## src/rtl/shake_pkg.sv

```systemverilog
// Shared types and helpers for the SHAKE squeeze-side reader.
package shake_pkg;

    localparam int unsigned XOF_W  = 128;
    localparam int unsigned OUT_W  = 64;
    localparam int unsigned KEEP_W = OUT_W / 8;

    typedef enum logic [2:0] {
        StIdle,
        StFetch,
        StEmitLo,
        StEmitHi,
        StAck,
        StGap
    } state_e;

    // Contiguous byte mask for the bytes still owed, capped at a full output word.
    function automatic logic [KEEP_W-1:0] keep_from_rem(input int unsigned rem);
        if (rem >= KEEP_W) begin
            return '1;
        end
        return KEEP_W'((32'd1 << rem) - 32'd1);
    endfunction

endpackage

```

## src/rtl/shake_xof_reader_if.sv

```systemverilog
// Request, core-squeeze and output-stream signals of the XOF reader.
interface shake_xof_reader_if #(
    parameter int unsigned LEN_W = 16
);
    import shake_pkg::*;

    logic                 i_req_valid;
    logic [LEN_W-1:0]     i_req_len;
    logic                 o_req_ready;
    logic [XOF_W-1:0]     i_xof_data;
    logic                 i_xof_valid;
    logic                 o_xof_ack;
    logic [OUT_W-1:0]     o_data;
    logic [KEEP_W-1:0]    o_keep;
    logic                 o_valid;
    logic                 o_last;
    logic                 i_ready;
    logic                 o_busy;

    modport slave (
        input  i_req_valid, i_req_len, i_xof_data, i_xof_valid, i_ready,
        output o_req_ready, o_xof_ack, o_data, o_keep, o_valid, o_last, o_busy
    );

    modport master (
        output i_req_valid, i_req_len, i_xof_data, i_xof_valid, i_ready,
        input  o_req_ready, o_xof_ack, o_data, o_keep, o_valid, o_last, o_busy
    );

endinterface

```

## src/rtl/shake_xof_reader.sv

```systemverilog
// Pulls 128-bit XOF words from the SHAKE core and re-emits the requested number of
// bytes as a 64-bit valid/ready stream with keep and last.
module shake_xof_reader
    import shake_pkg::*;
#(
    parameter int unsigned LEN_W   = 16,
    parameter int unsigned ACK_GAP = 1
) (
    input  logic              i_clk,
    input  logic              i_rst_n,
    shake_xof_reader_if.slave bus
);

    localparam int unsigned GapW = (ACK_GAP > 1) ? $clog2(ACK_GAP) : 1;

    state_e            state_q, state_d;
    logic [XOF_W-1:0]  hold_q, hold_d;
    logic [LEN_W-1:0]  rem_q, rem_d;
    logic [GapW-1:0]   gap_q, gap_d;

    logic              emit;
    logic              fire;
    logic              is_last;
    logic [LEN_W-1:0]  take;
    logic [OUT_W-1:0]  half;
    state_e            after_word;

    always_ff @(posedge i_clk or negedge i_rst_n) begin
        if (!i_rst_n) begin
            state_q <= StIdle;
            hold_q  <= '0;
            rem_q   <= '0;
            gap_q   <= '0;
        end else begin
            state_q <= state_d;
            hold_q  <= hold_d;
            rem_q   <= rem_d;
            gap_q   <= gap_d;
        end
    end

    always_comb begin
        state_d = state_q;
        hold_d  = hold_q;
        rem_d   = rem_q;
        gap_d   = gap_q;

        emit       = (state_q == StEmitLo) || (state_q == StEmitHi);
        fire       = emit && bus.i_ready;
        is_last    = rem_q <= LEN_W'(KEEP_W);
        // Min-clamped step so rem never wraps.
        take       = is_last ? rem_q : LEN_W'(KEEP_W);
        half       = (state_q == StEmitHi) ? hold_q[XOF_W-1:OUT_W] : hold_q[OUT_W-1:0];
        after_word = (rem_q != '0) ? StFetch : StIdle;

        bus.o_req_ready = (state_q == StIdle);
        bus.o_busy      = (state_q != StIdle);
        bus.o_xof_ack   = (state_q == StAck);
        bus.o_valid     = emit;
        bus.o_data      = emit ? half : '0;
        bus.o_keep      = emit ? keep_from_rem(32'(rem_q)) : '0;
        bus.o_last      = emit && is_last;

        unique case (state_q)
            StIdle: begin
                if (bus.i_req_valid) begin
                    rem_d = bus.i_req_len;
                    if (bus.i_req_len != '0) begin
                        state_d = StFetch;
                    end
                end
            end
            StFetch: begin
                if (bus.i_xof_valid) begin
                    hold_d  = bus.i_xof_data;
                    state_d = StEmitLo;
                end
            end
            StEmitLo: begin
                if (fire) begin
                    rem_d   = rem_q - take;
                    state_d = is_last ? StAck : StEmitHi;
                end
            end
            StEmitHi: begin
                if (fire) begin
                    rem_d   = rem_q - take;
                    state_d = StAck;
                end
            end
            StAck: begin
                // Unused bytes of a partial word are dropped here with the ack.
                if (ACK_GAP > 0) begin
                    gap_d   = '0;
                    state_d = StGap;
                end else begin
                    state_d = after_word;
                end
            end
            StGap: begin
                if (gap_q == GapW'(ACK_GAP - 1)) begin
                    state_d = after_word;
                end else begin
                    gap_d = gap_q + GapW'(1);
                end
            end
            default: begin
                state_d = StIdle;
            end
        endcase
    end

endmodule

```

## src/flat_wrapper.sv

```systemverilog
// flat-port wrapper written by rule: the top's interface ports become plain ports
module shake_xof_reader_flat import shake_pkg::*;
#(
    parameter int unsigned LEN_W   = 16,
    parameter int unsigned ACK_GAP = 1
)
  (i_clk, i_rst_n, bus_i_req_valid, bus_i_req_len, bus_i_xof_data, bus_i_xof_valid, bus_i_ready, bus_o_req_ready, bus_o_xof_ack, bus_o_data, bus_o_keep, bus_o_valid, bus_o_last, bus_o_busy);
  shake_xof_reader_if #(.LEN_W(LEN_W)) bus_i ();
  input  logic i_clk;
  input  logic i_rst_n;
  input wire logic [$bits(bus_i.i_req_valid)-1:0] bus_i_req_valid;
  input wire logic [$bits(bus_i.i_req_len)-1:0] bus_i_req_len;
  input wire logic [$bits(bus_i.i_xof_data)-1:0] bus_i_xof_data;
  input wire logic [$bits(bus_i.i_xof_valid)-1:0] bus_i_xof_valid;
  input wire logic [$bits(bus_i.i_ready)-1:0] bus_i_ready;
  output wire logic [$bits(bus_i.o_req_ready)-1:0] bus_o_req_ready;
  output wire logic [$bits(bus_i.o_xof_ack)-1:0] bus_o_xof_ack;
  output wire logic [$bits(bus_i.o_data)-1:0] bus_o_data;
  output wire logic [$bits(bus_i.o_keep)-1:0] bus_o_keep;
  output wire logic [$bits(bus_i.o_valid)-1:0] bus_o_valid;
  output wire logic [$bits(bus_i.o_last)-1:0] bus_o_last;
  output wire logic [$bits(bus_i.o_busy)-1:0] bus_o_busy;
  assign bus_i.i_req_valid = bus_i_req_valid;
  assign bus_i.i_req_len = bus_i_req_len;
  assign bus_i.i_xof_data = bus_i_xof_data;
  assign bus_i.i_xof_valid = bus_i_xof_valid;
  assign bus_i.i_ready = bus_i_ready;
  assign bus_o_req_ready = bus_i.o_req_ready;
  assign bus_o_xof_ack = bus_i.o_xof_ack;
  assign bus_o_data = bus_i.o_data;
  assign bus_o_keep = bus_i.o_keep;
  assign bus_o_valid = bus_i.o_valid;
  assign bus_o_last = bus_i.o_last;
  assign bus_o_busy = bus_i.o_busy;
  shake_xof_reader #(.LEN_W(LEN_W), .ACK_GAP(ACK_GAP)) u_core (.i_clk(i_clk), .i_rst_n(i_rst_n), .bus(bus_i));
endmodule
```

## config.mk

```make
export PLATFORM = sky130hd
export DESIGN_NAME = shake_xof_reader_flat
export DESIGN_NICKNAME = d
export VERILOG_FILES = /design/src/rtl/shake_pkg.sv /design/src/rtl/shake_xof_reader_if.sv /design/src/rtl/shake_xof_reader.sv /design/src/flat_wrapper.sv
export SDC_FILE = /design/constraint.sdc
export NUM_CORES = 1
export LEC_CHECK = 0
export ABC_AREA = 1
export ABC_CLOCK_PERIOD_IN_PS = 2400
export CORE_MARGIN = 2
export CORE_UTILIZATION = 47
export CTS_BUF_LIST = sky130_fd_sc_hd__clkbuf_16
export CTS_CLUSTER_SIZE = 30
export DETAILED_ROUTE_END_ITERATION = 10
export GPL_TIMING_DRIVEN = 0
export PLACE_DENSITY_LB_ADDON = 0.25
export RECOVER_POWER = 100
export SLEW_MARGIN = 30
export SYNTH_ARGS = -nofsm -noshare
export SYNTH_HDL_FRONTEND = slang
export SYNTH_SLANG_ARGS = --single-unit
```

## constraint.sdc

```tcl
create_clock -name i_clk -period 2.4 [get_ports i_clk]
set_input_delay 0.36 -clock i_clk [delete_from_list [all_inputs] [get_ports i_clk]]
set_output_delay 0.36 -clock i_clk [all_outputs]
set_load 0.02 [all_outputs]
```

==> results.json <==
{
  "cp-end-kind": "output port",
  "gp_congestion": 0.871,
  "clkPwrFrac_pct": 18.4,
  "clkLatencyLatePin_ns": 0.43,
  "grt_antenna_before_repair": 1,
  "fin_skew_ns": 0.00968,
  "finish.utilization_pct": 69.9,
  "swShare_pct": 42.0,
  "failed_checks": "capacitance limit, slew limit, setup timing",
  "hold_depth": 3,
  "leakagePower_nw": 5.19,
  "drv_cap": 1,
  "worst_slack_ns": -0.194,
  "dr_total_vias": 6797,
  "critPathLaunchType": "register",
  "crit_chain": "nor2_2 > nand2_2 > nor2_4 > nand2_4 > nor2_4 > inv_2 > ha_4 > nor3_2 > nor2_1 > a21oi_1 > buf_4",
  "grt_overflow": 0,
  "fin_crit_ns": 2.59,
  "cts_tree": "built",
  "drcViolationCount": 0,
  "die_area_mm2": 0.0165,
  "start_util_pct": 48.0,
  "synth_ff_type": "dfrtp_1",
  "drive_above_1_share_pct": 25.9,
  "coreArea_mm2": 0.0151,
  "clk_pin_slew_ns": 0.06,
  "portBuffers": 225,
  "timing.final.crit_share_pct": 108,
  "cpMaxStageDelayCell": "dfrtp_1",
  "hold_viol": 0,
  "syn_nets": 972,
  "clockBufferDepth": 2,
  "critical_path_class": "register to output port",
  "grt_setup_unrepaired": "yes",
  "diodes": 0,
  "power_density_mw_per_mm2": 1360,
  "run_status": "finished with violations",
  "holdCritStartpoint": "bus_i_xof_data[85]",
  "synth_seq_cells": 147,
  "r2r_cells": 20,
  "power_frac_comb_pct": 51.8,
  "slew_headroom_pct": -10.6,
  "wl_mm": 21.7,
  "worstPathMaxFanout": 5,
  "ys_async_sr_fraction_pct": 100,
  "area_delta_synth_final_pct": 45.4,
  "dp_hpwl_mm": 14.3,
  "synth_edf_count": 0,
  "min_to": "u_core.hold_q[85]",
  "critPathMostFrequentCell": "nor2_4",
  "reg2reg_setup_slack_ns": -0.18,
  "drt_iter0_markers": 543,
  "p_int_mw": 8.35,
  "layout.nets": 1265,
  "avgViaCountPerCell": 5.17,
  "setup_tns_ns": -0.720,
  "post_drt_wl_per_cell_um": 16.5,
  "grt_first_pass_wirelength_mm": 34.1,
  "ir_drop_mv": 0.879,
  "clockRootBuffer": "clkbuf_16",
  "die_w_um": 128,
  "pin_count": 226,
  "track_usage_pct": 26.8,
  "tightest_slew_ns": 1.66,
  "ys_seq_area_share_pct": 50.6,
  "worst-endpoint-arrival_ns": 2.23,
  "p_seq_share_pct": 29.8,
  "rows": 45,
  "drv_slew": 72,
  "yosys_warnings": 0,
  "crit_path_start": "u_core.rem_q[7]",
  "min-delay-path-class": "primary input to register",
  "synth.distinct_cells": 37,
  "timing.rr.start": "u_core.rem_q[11]",
  "syn_area_mm2": 0.00728,
  "netlist_instances": 821,
  "fmax_mhz": 386,
  "setup_viol": 5,
  "grt_max_degree": 77,
  "dr.pass1.iters": 7,
  "cpPeakStageDelay_ns": 0.41,
  "clock_sinks": 147,
  "cts_buffers": 17,
  "ctsHtreeMaxLevel": 4,
  "switchingPower_mw": 6.05,
  "r2r_end": "u_core.rem_q[14]",
  "syn_area_per_cell_um2": 8.86,
  "die_h_um": 128,
  "critPathRequiredTime_ns": 2.04,
  "first_global_vias": 6884,
  "postRouteAntennaNets": 0
}
==> cells in the mapped netlist, types with 8 or more instances <==
cell / count / area share, %
mux2_2: 64 / 9.9
a21oi_1: 69 / 4.7
inv_1: 109 / 5.6
buf_4: 9 / 0.93
o21ai_0: 76 / 5.2
nor2_1: 99 / 5.1
buf_2: 16 / 1.1
nand3_1: 25 / 1.7
nand2_1: 123 / 6.3
dfrtp_1: 147 / 51
nand2_2: 8 / 0.69
==> how the worst max path moves through the flow <==
stage	depth (start not counted)	to
finish	11	bus_o_keep[2]
global route	11	bus_o_keep[2]
CTS	11	bus_o_keep[2]
detailed placement	15	bus_o_keep[6]
global placement	1	u_core.hold_q[29]
floorplan	10	bus_o_keep[2]
==> through the flow <==
| step | power (mW) | std cells | cell area [um2] | setup slack, ns | hold slack (ns) |
|---|---|---|---|---|---|
| 5_1_grt | 15.4 | 1315 | 10600 | -0.254 | 0.504 |
| 4_1_cts | 14.4 | 1311 | 10800 | -0.170 | 0.488 |
| 6_report | 14.4 | 1315 | 10600 | -0.194 | 0.498 |
| 3_3_place_gp | 11.3 | 1234 | 9760 | -5.13 | 0.486 |
| 3_5_place_dp | 11.5 | 1235 | 9800 | -0.382 | 0.355 |
| 2_1_floorplan | 8.65 | 821 | 7280 | 0.214 | 0.0644 |
==> per-layer routing <==
layer | track usage, % | share of wire [%] | routed length, um
met1 | 32.4 | 40 | 8610
met2 | 45.2 | 49 | 10700
met4 | 9.44 | 2.8 | 609
met5 | 0 | 0.060 | 13
met3 | 8.77 | 8.2 | 1780
==> sequential cells by signal, indices dropped and copies added, names as in the netlist <==
register        flops
u_core.rem_q       16
u_core.hold_q     128
u_core.state_q      3
==> power by group through the flow <==
stage	Sequential (mW)	Combinational (mW)	Clock [mW]
after global placement	4.29	7.05	0
after global routing	4.40	8.17	2.81
after CTS	4.25	7.48	2.68
after floorplan	4.17	4.48	0
final	4.28	7.46	2.65
after detailed placement	4.33	7.18	0
==> final cells by class <==
class                           instances  area (um2)
Tap cell                              188         235
Clock inverter                         15         155
Clock buffer                           17         425
Inverter                              116         445
Timing Repair Buffer                  275        2390
Fill cell                            1259        4560
Sequential cell                       147        3680
Multi-Input combinational cell        519        3010
Buffer                                 38         243
==> cells by family (layout without fill, tap and decap cells) <==
family / after synthesis / in the layout / share of synthesized area (%)
adder cells (fa/ha/maj): 2 / 2 / 0.344
AND/OR/NAND/NOR: 288 / 288 / 17.7
other: 1 / 1 / 0.0515
buffers and inverters: 155 / 461 / 9.46
XOR/XNOR: 4 / 4 / 0.482
AO/OA/AOI/OAI: 160 / 160 / 11.5
flip-flops: 147 / 147 / 50.6
multiplexers: 64 / 64 / 9.90
==> cell usage in the layout (no fill, tap or decap), drive strengths merged, types with 2 or more instances in the layout <==
master,netlist,final
a21oi,69,69
buf,32,122
bufinv,0,2
clkbuf,7,42
clkdlybuf4s15,0,3
clkdlybuf4s50,0,150
clkinv,0,5
clkinvlp,0,4
dfrtp,147,147
dlygate4sd2,0,11
ha,2,2
inv,116,120
mux2,64,64
nand2,135,135
nand3,27,27
nand4,7,7
nor2,110,110
nor3,5,5
nor4,3,3
o21ai,79,79
o21bai,2,2
o221ai,3,3
o22ai,3,3
xor2,3,3
==> timing repair <==
item                       in CTS  in global routing
hold buffers                    1                  0
gates resized for setup       311                 92
setup endpoints to repair      74                 66
pin swaps                      17                 14
gates cloned                    0                  2
hold endpoints to repair       71                  0
buffers inserted               44                  5
==> worst max-delay path: cells and delay by family (launching register included) <==
family,cells,cell delay [ns]
AOI/OAI and AO/OA,1,0.12
buffers and inverters,2,0.23
and+or+nand+nor,7,0.88
DFF,1,0.41
adders and majority gates,1,0.18
Power figures use the tool's default switching activity.
